==> config.mk <==
export PLATFORM = sky130hd
export DESIGN_NAME = rle_stream_scheduler
export DESIGN_NICKNAME = d
export VERILOG_FILES = /design/src/rtl/rle_stream_scheduler_pkg.sv /design/src/rtl/rle_stream_scheduler_crc8.sv /design/src/rtl/rle_stream_scheduler.sv
export SDC_FILE = /design/constraint.sdc
export NUM_CORES = 1
export LEC_CHECK = 0
export CAP_MARGIN = 25
export CELL_PAD_IN_SITES_DETAIL_PLACEMENT = 0
export CELL_PAD_IN_SITES_GLOBAL_PLACEMENT = 1
export CORE_ASPECT_RATIO = 1.2
export CORE_MARGIN = 2
export CORE_UTILIZATION = 35
export CTS_CLUSTER_DIAMETER = 120
export DETAILED_ROUTE_END_ITERATION = 6
export PLACE_DENSITY = 0.77
export SLEW_MARGIN = 25
export SYNTH_ARGS = -nofsm -noshare
export SYNTH_HDL_FRONTEND = slang
export SYNTH_SLANG_ARGS = --single-unit
==> constraint.sdc <==
create_clock -name CLK -period 3.55 [get_ports CLK]
set_input_delay 0.71 -clock CLK [delete_from_list [all_inputs] [get_ports CLK]]
set_output_delay 0.71 -clock CLK [all_outputs]
set_load 0.02 [all_outputs]
==> src/rtl/rle_stream_scheduler_pkg.sv <==
// Shared constants for the RLE stream scheduler: channel tags, framing bytes,
// CRC-8 parameters, FSM encoding and the round-robin pick helper.
package rle_stream_scheduler_pkg;

    localparam logic [1:0] TAG_Y    = 2'b00;
    localparam logic [1:0] TAG_U    = 2'b01;
    localparam logic [1:0] TAG_V    = 2'b10;
    localparam logic [1:0] TAG_CTRL = 2'b11;

    localparam logic [7:0] MARKER_BYTE = {TAG_CTRL, 6'd0};
    localparam logic [7:0] CRC_POLY    = 8'h07;
    localparam logic [7:0] CRC_INIT    = 8'h00;

    typedef enum logic [2:0] {
        ST_ARB,
        ST_HDR,
        ST_VAL,
        ST_MARK,
        ST_ROWIDX,
        ST_CRC
    } sched_state_e;

    // First valid channel at or after ptr, scanning Y -> U -> V and wrapping.
    function automatic logic [1:0] rr_pick(input logic [2:0] valid, input logic [1:0] ptr);
        logic [2:0] idx;
        logic [1:0] pick;
        pick = ptr;
        for (int k = 2; k >= 0; k--) begin
            idx = 3'(ptr) + 3'(k);
            if (idx >= 3'd3) begin
                idx = idx - 3'd3;
            end
            if (valid[idx]) begin
                pick = idx[1:0];
            end
        end
        return pick;
    endfunction

endpackage

==> src/rtl/rle_stream_scheduler_crc8.sv <==
// Combinational CRC-8 byte step (poly 0x07, MSB-first), used by the
// scheduler only when RLE_SCHED_ROW_CRC_EN is defined.
module rle_crc8_byte
    import rle_stream_scheduler_pkg::*;
(
    input  logic [7:0] crc_i,
    input  logic [7:0] byte_i,
    output logic [7:0] crc_o
);

    always_comb begin
        crc_o = crc_i ^ byte_i;
        for (int b = 0; b < 8; b++) begin
            crc_o = crc_o[7] ? ((crc_o << 1) ^ CRC_POLY) : (crc_o << 1);
        end
    end

endmodule

==> src/rtl/rle_stream_scheduler.sv <==
// Round-robin serializer of Y/U/V RLE tokens onto one UART byte lane, with
// per-row 0xC0 + row-index framing (plus CRC-8 byte under RLE_SCHED_ROW_CRC_EN).
module rle_stream_scheduler
    import rle_stream_scheduler_pkg::*;
#(
    parameter int CountWidth  = 6,
    parameter int RowIdxWidth = 8
) (
    input  logic                    CLK,
    input  logic                    RST,
    input  logic [2:0]              i_tok_valid,
    input  logic [23:0]             i_tok_val,
    input  logic [3*CountWidth-1:0] i_tok_count,
    output logic [2:0]              o_tok_ready,
    input  logic                    i_row_end,
    output logic [7:0]              o_frame,
    output logic                    o_valid,
    input  logic                    i_tx_ready,
    output logic                    o_row_done
);

    sched_state_e           state_q, state_d;
    logic [1:0]             ptr_q, ptr_d;
    logic [RowIdxWidth-1:0] row_idx_q, row_idx_d;
    logic                   row_pend_q, row_pend_d;
    logic                   row_done_q, row_done_d;
    logic [1:0]             tag_q, tag_d;
    logic [7:0]             val_q, val_d;
    logic [CountWidth-1:0]  cnt_q, cnt_d;
    logic [2:0]             tok_ready;
    logic [1:0]             grant;
    logic [CountWidth-1:0]  grant_cnt;

`ifdef RLE_SCHED_ROW_CRC_EN
    logic [7:0] crc_q, crc_d, crc_next;

    rle_crc8_byte u_crc (
        .crc_i  (crc_q),
        .byte_i (o_frame),
        .crc_o  (crc_next)
    );
`endif

    assign grant       = rr_pick(i_tok_valid, ptr_q);
    assign grant_cnt   = i_tok_count[CountWidth*int'(grant) +: CountWidth];
    assign o_tok_ready = tok_ready & {3{RST}};
    assign o_row_done  = row_done_q;

    always_comb begin
        state_d    = state_q;
        ptr_d      = ptr_q;
        row_idx_d  = row_idx_q;
        row_pend_d = row_pend_q | i_row_end;
        row_done_d = 1'b0;
        tag_d      = tag_q;
        val_d      = val_q;
        cnt_d      = cnt_q;
        tok_ready  = 3'b000;
        o_valid    = 1'b0;
        o_frame    = 8'h00;
`ifdef RLE_SCHED_ROW_CRC_EN
        crc_d      = crc_q;
`endif
        case (state_q)
            ST_ARB: begin
                // Tokens always win over the pending row marker.
                if (i_tx_ready) begin
                    if (|i_tok_valid) begin
                        tok_ready[grant] = 1'b1;
                        ptr_d = (grant == 2'd2) ? 2'd0 : grant + 2'd1;
                        tag_d = grant;
                        val_d = i_tok_val[8*int'(grant) +: 8];
                        cnt_d = grant_cnt;
                        if (grant_cnt != '0) begin
                            state_d = ST_HDR;
                        end
                    end else if (row_pend_q) begin
                        state_d = ST_MARK;
                    end
                end
            end
            ST_HDR: begin
                o_valid = 1'b1;
                o_frame = {tag_q, cnt_q};
                if (i_tx_ready) begin
                    state_d = ST_VAL;
`ifdef RLE_SCHED_ROW_CRC_EN
                    crc_d = crc_next;
`endif
                end
            end
            ST_VAL: begin
                o_valid = 1'b1;
                o_frame = val_q;
                if (i_tx_ready) begin
                    state_d = ST_ARB;
`ifdef RLE_SCHED_ROW_CRC_EN
                    crc_d = crc_next;
`endif
                end
            end
            ST_MARK: begin
                o_valid = 1'b1;
                o_frame = MARKER_BYTE;
                if (i_tx_ready) begin
                    state_d = ST_ROWIDX;
                end
            end
            ST_ROWIDX: begin
                o_valid = 1'b1;
                o_frame = 8'(row_idx_q);
                if (i_tx_ready) begin
`ifdef RLE_SCHED_ROW_CRC_EN
                    state_d = ST_CRC;
`else
                    state_d    = ST_ARB;
                    row_pend_d = 1'b0;
                    row_idx_d  = row_idx_q + {{(RowIdxWidth-1){1'b0}}, 1'b1};
                    row_done_d = 1'b1;
`endif
                end
            end
`ifdef RLE_SCHED_ROW_CRC_EN
            ST_CRC: begin
                o_valid = 1'b1;
                o_frame = crc_q;
                if (i_tx_ready) begin
                    state_d    = ST_ARB;
                    row_pend_d = 1'b0;
                    row_idx_d  = row_idx_q + {{(RowIdxWidth-1){1'b0}}, 1'b1};
                    row_done_d = 1'b1;
                    crc_d      = CRC_INIT;
                end
            end
`endif
            default: begin
                state_d = ST_ARB;
            end
        endcase
    end

    always_ff @(posedge CLK or negedge RST) begin
        if (!RST) begin
            state_q    <= ST_ARB;
            ptr_q      <= TAG_Y;
            row_idx_q  <= '0;
            row_pend_q <= 1'b0;
            row_done_q <= 1'b0;
`ifdef RLE_SCHED_ROW_CRC_EN
            crc_q      <= CRC_INIT;
`endif
        end else begin
            state_q    <= state_d;
            ptr_q      <= ptr_d;
            row_idx_q  <= row_idx_d;
            row_pend_q <= row_pend_d;
            row_done_q <= row_done_d;
`ifdef RLE_SCHED_ROW_CRC_EN
            crc_q      <= crc_d;
`endif
        end
    end

    // Token payload is only read in HDR/VAL, after a grant has loaded it.
    always_ff @(posedge CLK) begin
        tag_q <= tag_d;
        val_q <= val_d;
        cnt_q <= cnt_d;
    end

endmodule

# Word level (Yosys, flattened, before mapping)
# Cells that the tools add are included.
[totals]
regBits = 31
in_bits = 49
out_inout_bits = 13
elab_cells = 80
[op_classes]
n_addsub = 7
multipliers = 1
n_lt_le_gt_ge = 8
eq_ne = 11
shifts = 2
mux = 32
bitwise = 2
n_reduce_logical = 9
[op_table]
columns = ["operator", "count"]
rows = [
  ["2-to-1 mux 3 bit", 13],
  ["one-hot mux 8 bit (4 select lines)", 1],
  ["indexed part select 24 x 6 -> 8 bit", 1],
  ["indexed part select 18 x 6 -> 6 bit", 1],
  ["one-hot mux 3 bit (4 select lines)", 1],
  ["< comparator 3 bit, second input constant", 3],
  ["2-to-1 mux 1 bit", 9],
  ["adder 8 x 1 -> 8 bit, second input constant", 1],
  ["2-to-1 mux 2 bit", 4],
  ["binary-select mux 1 bit (select 2 bit)", 3],
  ["== test 3 x 2 -> 1 bit, second input constant", 2],
  [">= comparator 3 x 2 -> 1 bit, second input constant", 2],
  ["!= test 2 bit, second input constant", 3],
  ["!= test 3 bit, second input constant", 2],
  ["AND reduction 6 bit", 1],
  ["nonzero test 6 bit", 1],
  ["subtractor 3 x 2 -> 3 bit, second input constant", 2],
  ["multiplier 2 x 2 -> 4 bit, first input constant", 1],
  ["OR reduction 4 bit", 1],
  ["adder 2 x 1 -> 3 bit, second input constant", 1],
  ["adder 2 x 2 -> 3 bit, second input constant", 1],
  ["bitwise AND 3 bit", 1],
  ["== test 3 x 1 -> 1 bit, second input constant", 1],
  ["== test 3 bit, second input constant", 1],
  ["15 further kinds", 15],
]

# Logic depth before layout (Yosys ltp)
# Gate-level depths: netlist (run 1).
[logic_depth]
depth_word = 16
depth_mapped = 12

# Least setup slack after synthesis (run 1)
# OpenSTA, ideal clock, no wires.
[synth_path]
path_type = "flip-flop to output port"
startpoint = "register ptr_q[0]"
endpoint = "output port o_tok_ready[0]"
arrival_time_ns = 2.430
t_required_ns = 2.840
path_slack_ns = 0.410
stages_incl_launch_ff = 10
n_path_buf = 2
path_cell_list = "dfrtp_1 > inv_1 > ha_1 > buf_4 > nor2b_1 > a221oi_4 > or3_4 > o21ai_4 > buf_4 > nor2b_1"
[synth_between]
elab_chain_cells = 16
word_cells_on_any_way = 29
cone_classes = "add/sub (5); order compare (5); mux (17); bitwise (1); reduce/logical (1)"
[synth_lines]
columns = ["item", "line", "rtl"]
rows = [
  ["from (decl)", "rle_stream_scheduler.sv:23", "logic [1:0] ptr_q, ptr_d;"],
  ["from (signal assigned)", "rle_stream_scheduler.sv:154", "ptr_q <= ptr_d;"],
  ["adder 2 x 2 -> 3 bit", "rle_stream_scheduler_pkg.sv:29", "idx = 3'(ptr) + 3'(k);"],
  ["subtractor 3 x 2 -> 3 bit or >= comparator 3 x 2 -> 1 bit (tied branches)", "rle_stream_scheduler_pkg.sv:31, rle_stream_scheduler_pkg.sv:30", ""],
  ["2-to-1 mux 3 bit", "rle_stream_scheduler_pkg.sv:30", "if (idx >= 3'd3) begin"],
  ["binary-select mux 1 bit (select 2 bit)", "rle_stream_scheduler_pkg.sv:33", "if (valid[idx]) begin"],
  ["2-to-1 mux 1 bit (implied by the code)", "rle_stream_scheduler_pkg.sv:33", ""],
  ["2-to-1 mux 2 bit (2 in series)", "rle_stream_scheduler_pkg.sv:33", ""],
  ["2-to-1 mux 2 bit (*)", "rle_stream_scheduler_pkg.sv:33", ""],
  ["< comparator 2 x 3 -> 1 bit (implied by the code) or >= comparator 2 x 1 -> 1 bit (tied branches)", "rle_stream_scheduler.sv:69", "tok_ready[grant] = 1'b1;"],
  ["logical AND 1 bit (implied by the code)", "rle_stream_scheduler.sv:69", ""],
  ["2-to-1 mux 1 bit (implied by the code)", "rle_stream_scheduler.sv:69", ""],
  ["demux 1 bit (select 2 bit) (*)", "rle_stream_scheduler.sv:69", ""],
  ["2-to-1 mux 3 bit (*)", "rle_stream_scheduler.sv:68", "if (|i_tok_valid) begin"],
  ["2-to-1 mux 3 bit (*)", "rle_stream_scheduler.sv:67", "if (i_tx_ready) begin"],
  ["2-to-1 mux 3 bit (*)", "rle_stream_scheduler.sv:64", "case (state_q)"],
  ["bitwise AND 3 bit (*)", "rle_stream_scheduler.sv:46", "assign o_tok_ready = tok_ready & {3{RST}};"],
  ["to (decl)", "rle_stream_scheduler.sv:14", "output logic [2:0] o_tok_ready,"],
]
# Mark *: on every way between the ends. The rest lies on a longest branch, timed or not. The select of a mux whose other input is x is not followed.

# Final worst setup path (run 1)
[layout_path]
startpoint = "register ptr_q[0]"
endpoint = "output port o_tok_ready[2]"
# The elaborated chain is that of the path after synthesis.

==> results of run 1 <==
## sequential cells by signal, indices dropped and copies added, names as in the netlist
name	count
row_idx_q	8
val_q	8
cnt_q	6
state_q	3
ptr_q	2
tag_q	2
o_row_done	1
row_pend_q	1
## timing repair
action                                  in CTS  in global routing
endpoints found under the setup margin       3                  0
gates resized for setup                      4                  0
hold endpoints to repair                     0                  0
## worst max-delay path by stage
stage / from / to / slack, ns / cells after the start
floorplan: ptr_q[0] / o_tok_ready[0] / 0.41 / 9
global placement: i_tok_valid[2] / o_tok_ready[0] / -0.04 / 9
detailed placement: i_tok_valid[1] / o_tok_ready[2] / -0.06 / 8
CTS: ptr_q[0] / o_tok_ready[2] / 0.18 / 10
global route: ptr_q[0] / o_tok_ready[2] / 0.02 / 10
finish: ptr_q[0] / o_tok_ready[2] / 0.20 / 10
## per-layer routing
metal	GRT usage	vias up	share of wire
li1	-	935	-
met1	0.2281	870	0.44
met2	0.3145	40	0.52
met3	0.03819	9	0.028
met4	0.06612	0	0.021
met5	0	-	0
## kinds of logic (layout without fill, tap and decap cells)
logic type      count (synthesis)  count (layout)  synth area share
fa+ha+maj                       4               4           0.02474
simple gates                   69              69            0.1744
buf+inv                        21             106           0.04947
xor+xnor                        8               8           0.03463
flops                          31              31            0.4230
mux                            16              16           0.08472
compound gates                 58              58            0.2090
## layout make-up
class / instances / area (um2)
clock buffer: 7 / 86.33
fill: 536 / 2674
multi-input combinational: 155 / 1075
clock inverter: 1 / 5.005
timing repair buffer: 90 / 824.5
tap: 64 / 80.08
sequential: 31 / 855.8
inverter: 8 / 30.03
## power by group through the flow
stage	Sequential (uW)	Clock, uW	Combinational [uW]
finish	624	280	1450
global route	642	308	1600
CTS	624	288	1470
detailed placement	632	0	1460
global placement	630	0	1470
floorplan	585	0	944
## critical path, cell delays in order, from the launching register on
cell           delay [ns]
dfrtp_1              0.41
inv_1                0.16
ha_1                 0.28
buf_4                0.17
nand2b_1             0.09
a21oi_1              0.08
or3_4                0.38
o21ai_2              0.15
and2_0               0.16
and3_1               0.15
dlygate4sd2_1        0.32
## through the flow
| step | worst slack, ns | util | total power (uW) |
|---|---|---|---|
| after floorplan | 0.4105 | - | 1528 |
| after global placement | -0.03858 | 0.5091 | 2095 |
| after detailed placement | -0.05637 | 0.5091 | 2095 |
| after CTS | 0.1809 | 0.5251 | 2381 |
| after global routing | 0.02235 | 0.5251 | 2552 |
| final | 0.2001 | 0.5251 | 2356 |
## cell usage in the layout, fill, tap and decap left out, types with 3 or more instances in the layout
cell type        Yosys  layout
dlygate4sd2_1        0       3
clkbuf_8             0       6
xnor2_1              6       6
a22oi_1              6       6
nand3_1              4       4
ha_1                 4       4
inv_1                8       8
clkdlybuf4s50_1      0      58
edfxtp_1            16      16
nor4_1               5       5
buf_4                2      29
nor2b_1              6       5
mux2i_1             13      13
o31ai_1              4       4
nand2b_1             3       3
nor2_1               8       8
and3_1               4       4
a21o_1               3       3
dfrtp_1             15      15
nand2_1             27      27
a21oi_1              5       5
o21ai_0             19      19
==> metrics.txt, run 1 <==
Psw 954.4 uW; CP arrival approximately 2.6 ns; Reg clk slew, reported paths 0.07 ns; DRT iter0 DRCs 86; top-count cell post-synth nand2_1; n_diodes 0; Synth top cells by count nand2_1, o21ai_0, edfxtp_1; postcts setup bufs 0; Post-synth EDFFs 16; wire length per cell 15.12 um; clk root buf clkbuf_8; post-route ant nets 0; Ys Warns 0; reg2reg path depth 13; Layout area overhead 46.14%; chip height 87.29 um; initial antenna violation count 0; Net Count, Synth 260; routability cong. 0.9223; post-route clock period utilization 0.9436; leakage ~0.0012 uW; worst-skew pair later-pin latency 0.28 ns; worst r2r src ptr_q[0]; Clock Sinks 31; CTS Hold Bufs 0; WHS Endpoint row_idx_q[7]; Slew Viols, Final 0; dpl cells ~350; final WL 5.384 mm; Worst Hold Margin 0.4897 ns; Vias ~1.9k; first-pass GRT wire length 9.142 mm; synthesized area per cell 9.774 um2; critical path type reg -> out; Post-Layout Inst Area between 0.002 and 0.003 mm2; HPWL Detailed 4.335 mm; setup TNS 0 ns; Least-Margin Pin Slew 0.6102 ns; Min Clock Period, post-route 3.350 ns; chip width 73.41 um; worst hold path class reg -> reg; clk_skew 0.01060 ns; Core ar. 0.005630 mm2; post-synthesis sequential area ratio 0.4230; combinational fraction of design power 0.616; Cells after Synth 207; Sw Ratio 0.4051; FFs w/ async S/R, synth 0.4839; Num CTS Buffers 5; Starting Density 0.3593; Max Cap Viol 0; die footprint approximately 0.0064 mm2; CP Max Fanout 7; Slew HR 0.5923; Reg2Reg Setup Slack roughly 0.28 ns; H-tree Lvls 2; Sequential Power Share 0.265; CTS tree yes; Final nets 344; share of cells above drive strength 1 0.1678; Global Route Usage Sum 0.1844; clk buf depth 2; Ports 62; Power Density ~800 mW/mm2; vias per inst 5.208; Synth Register Bits 31; status finished, final reports clean; largest area contributor in the netlist edfxtp_1; DP Area between 0.002 and 0.003 mm2; DRC 0; final hold violations 0; Distinct cells, synth 50; type of origin of the critical path flip-flop; grt ovf 0; Critical Path RT 2.84 ns; largest cells by area after synthesis edfxtp_1, dfrtp_1, mux2i_1; port bufs 61; Worst Hold Path Cells 1; Int Power around 1400 uW; R2R Path End state_q[0]; Clk pwr share 0.119; FP Rows 30; non-filler instance count after layout 356; HP Start row_idx_q[7]; Setup Viol. Count Final 0; Top FF cell, synth edfxtp_1; VDD IR max ~0.35 mV; crit end category primary output; RSZ-0062 raised after global routing false; drt pass-1 iters 4; largest net degree at the start of global routing 17; Yosys top cell area share 0.2375; Mapped Area 0.002023 mm2; vias in the first global route 1941; Fmax 0.2985 GHz
Power figures use the tool's default switching activity.
==> inputs of run 2 (changes only) <==
==> constraint.sdc (replaced) <==
create_clock -name CLK -period 3.2 [get_ports CLK]
set_input_delay 0.64 -clock CLK [delete_from_list [all_inputs] [get_ports CLK]]
set_output_delay 0.64 -clock CLK [all_outputs]
set_load 0.02 [all_outputs]
==> metrics.txt, run 2 (synthesis gave the netlist of run 1 again) <==
post-route ant nets 0 (unchanged); Max Cap Viol 0 (unchanged); Power, Total 2761 uW (+17%); Min Clock Period, post-route ~3.2 ns; leakage 0.001280 uW (+2.6%); Clock Sinks 31 (unchanged); Power Density 910.1 mW/mm2 (+14%); FP Rows 30 (unchanged); WHS Endpoint row_idx_q[7]; final hold violations 0 (unchanged); HPWL Detailed 4.255 mm (-1.8%); Layout area overhead 49.97%; chip height 87.29 um (unchanged); largest net degree at the start of global routing 17 (unchanged); Layout Utilization 0.5389 (+0.01378); type of origin of the critical path input pin; VDD IR max 0.4319 mV (+22%); pre-CTS setup slack -0.2753 ns (-0.2189 ns); Fmax about 0.31 GHz; Post-Layout Inst Area 0.003034 mm2 (+2.6%); critical path type in -> out; Worst Hold Path Cells 1 (unchanged); CP Max Fanout 3 (-4); CTS Hold Bufs 0 (unchanged); most frequent cells in the layout clkdlybuf4s50_1, buf_4, nand2_1, o21ai_0, edfxtp_1; DRC 0 (unchanged); non-filler instance count after layout 362 (+1.7%); vias per inst 5.091 (-2.2%); H-tree Lvls 2 (unchanged); worst hold path class reg -> reg; final WL 5.193 mm (-3.5%); Critical Path RT 2.56 ns (-0.28 ns); worst-skew pair later-pin latency 0.28 ns (about the same); post-route clock period utilization 0.9978; CP arrival 2.55 ns (-0.09 ns); commonest non-fill, non-tap cell in the layout clkdlybuf4s50_1; initial antenna violation count 0 (unchanged); Starting Density 0.3593 (unchanged); drt pass-1 iters 4 (unchanged); R2R Path End state_q[0]; n_diodes 0 (unchanged); Slew HR 0.5795 (-0.01284); Num CTS Buffers 5 (unchanged); Setup Viol. Count Final 0 (unchanged); DP Area 0.002912 mm2 (+1.6%); vias in the first global route 1907 (-1.8%); reg2reg path depth 13 (unchanged); grt ovf 0 (unchanged); Vias 1843 (-0.59%); die footprint 0.006407 mm2 (unchanged); crit end category primary output; worst r2r src ptr_q[0]; clk buf depth 2 (unchanged); dpl cells 354 (+1.7%); clk_skew 0.008445 ns (-0.002158 ns); RSZ-0062 raised after global routing true; clk root buf clkbuf_8; Least-Margin Pin Slew 0.6294 ns (+0.01922 ns); worst setup margin 0.007102 ns (-0.1930 ns); Largest regs row_idx_q x8, val_q x8, cnt_q x6; Ports 62 (unchanged); HP Start row_idx_q[7]; routability cong. 0.9003 (-2.4%); CTS tree yes; status finished, final reports clean; DRT iter0 DRCs 76 (-12%); Slew Viols, Final 0 (unchanged); Reg clk slew, reported paths 0.06 ns (about the same); chip width 73.41 um (unchanged); Final nets 350 (+1.7%); wire length per cell 14.35 um (-5.1%); first-pass GRT wire length 8.728 mm (-4.5%); port bufs 61 (unchanged); Global Route Usage Sum 0.1759 (-0.008507); share of cells above drive strength 1 0.1980 (+0.03018); Reg2Reg Setup Slack 0.20 ns (-0.08 ns); Core ar. 0.005630 mm2 (unchanged)
## run 2: repair_timing
action,in CTS,in global routing
endpoints found under the setup margin,3,4
endpoints found under the hold margin,0,0
resized for setup,7,3
buffers inserted,0,0
## run 2: critical path, stage by stage
cell             delay (ns)
clkdlybuf4s50_1        0.44
mux2_4                 0.31
a21o_1                 0.19
a211oi_2               0.30
buf_4                  0.17
inv_1                  0.04
nand3_1                0.10
nor2b_1                0.05
dlygate4sd2_1          0.31
## run 2: area by class of cell
type,count,area [um2]
clock buffers,7,76.32
clock inverters,1,30.03
fillers,537,2596
inverters,8,30.03
multi-input cells,155,1096
flip-flops and latches,31,855.8
well taps,64,80.08
repair buffers,96,865.8
## run 2: worst max-delay path by stage
stage | slack [ns] | cells after the start | start | endpoint
5_1_grt | -0.11 | 10 | ptr_q[0] | o_tok_ready[1]
3_5_place_dp | -0.28 | 7 | i_tok_valid[0] | o_tok_ready[2]
2_1_floorplan | 0.13 | 9 | ptr_q[0] | o_tok_ready[0]
4_1_cts | 0.008 | 9 | i_tok_valid[0] | o_tok_ready[0]
3_3_place_gp | -0.24 | 8 | i_tok_valid[2] | o_tok_ready[2]
6_report | 0.007 | 9 | i_tok_valid[0] | o_tok_ready[0]
## run 2: metal layers
metal  track usage  vias up  routed length (um)
met5             0        -                   0
li1              -      950                   -
met2        0.3006       44                2718
met1        0.2245      847                2241
met3       0.03356        2                 195
met4       0.04959        0                  38
## run 2: through the flow
step	setup TNS, ns	hold slack (ns)
after floorplan	0	0.3444
after global placement	-0.8563	0.4660
after detailed placement	-0.9569	0.4680
after CTS	0	0.4799
after global routing	-0.2236	0.4985
final	0	0.4809
## run 2: power breakdown
group	internal (uW)	total (uW)	switching [uW]
registers	596	675	79.2
clock network	233	364	132
logic	860	1720	862
total	1690	2760	1070
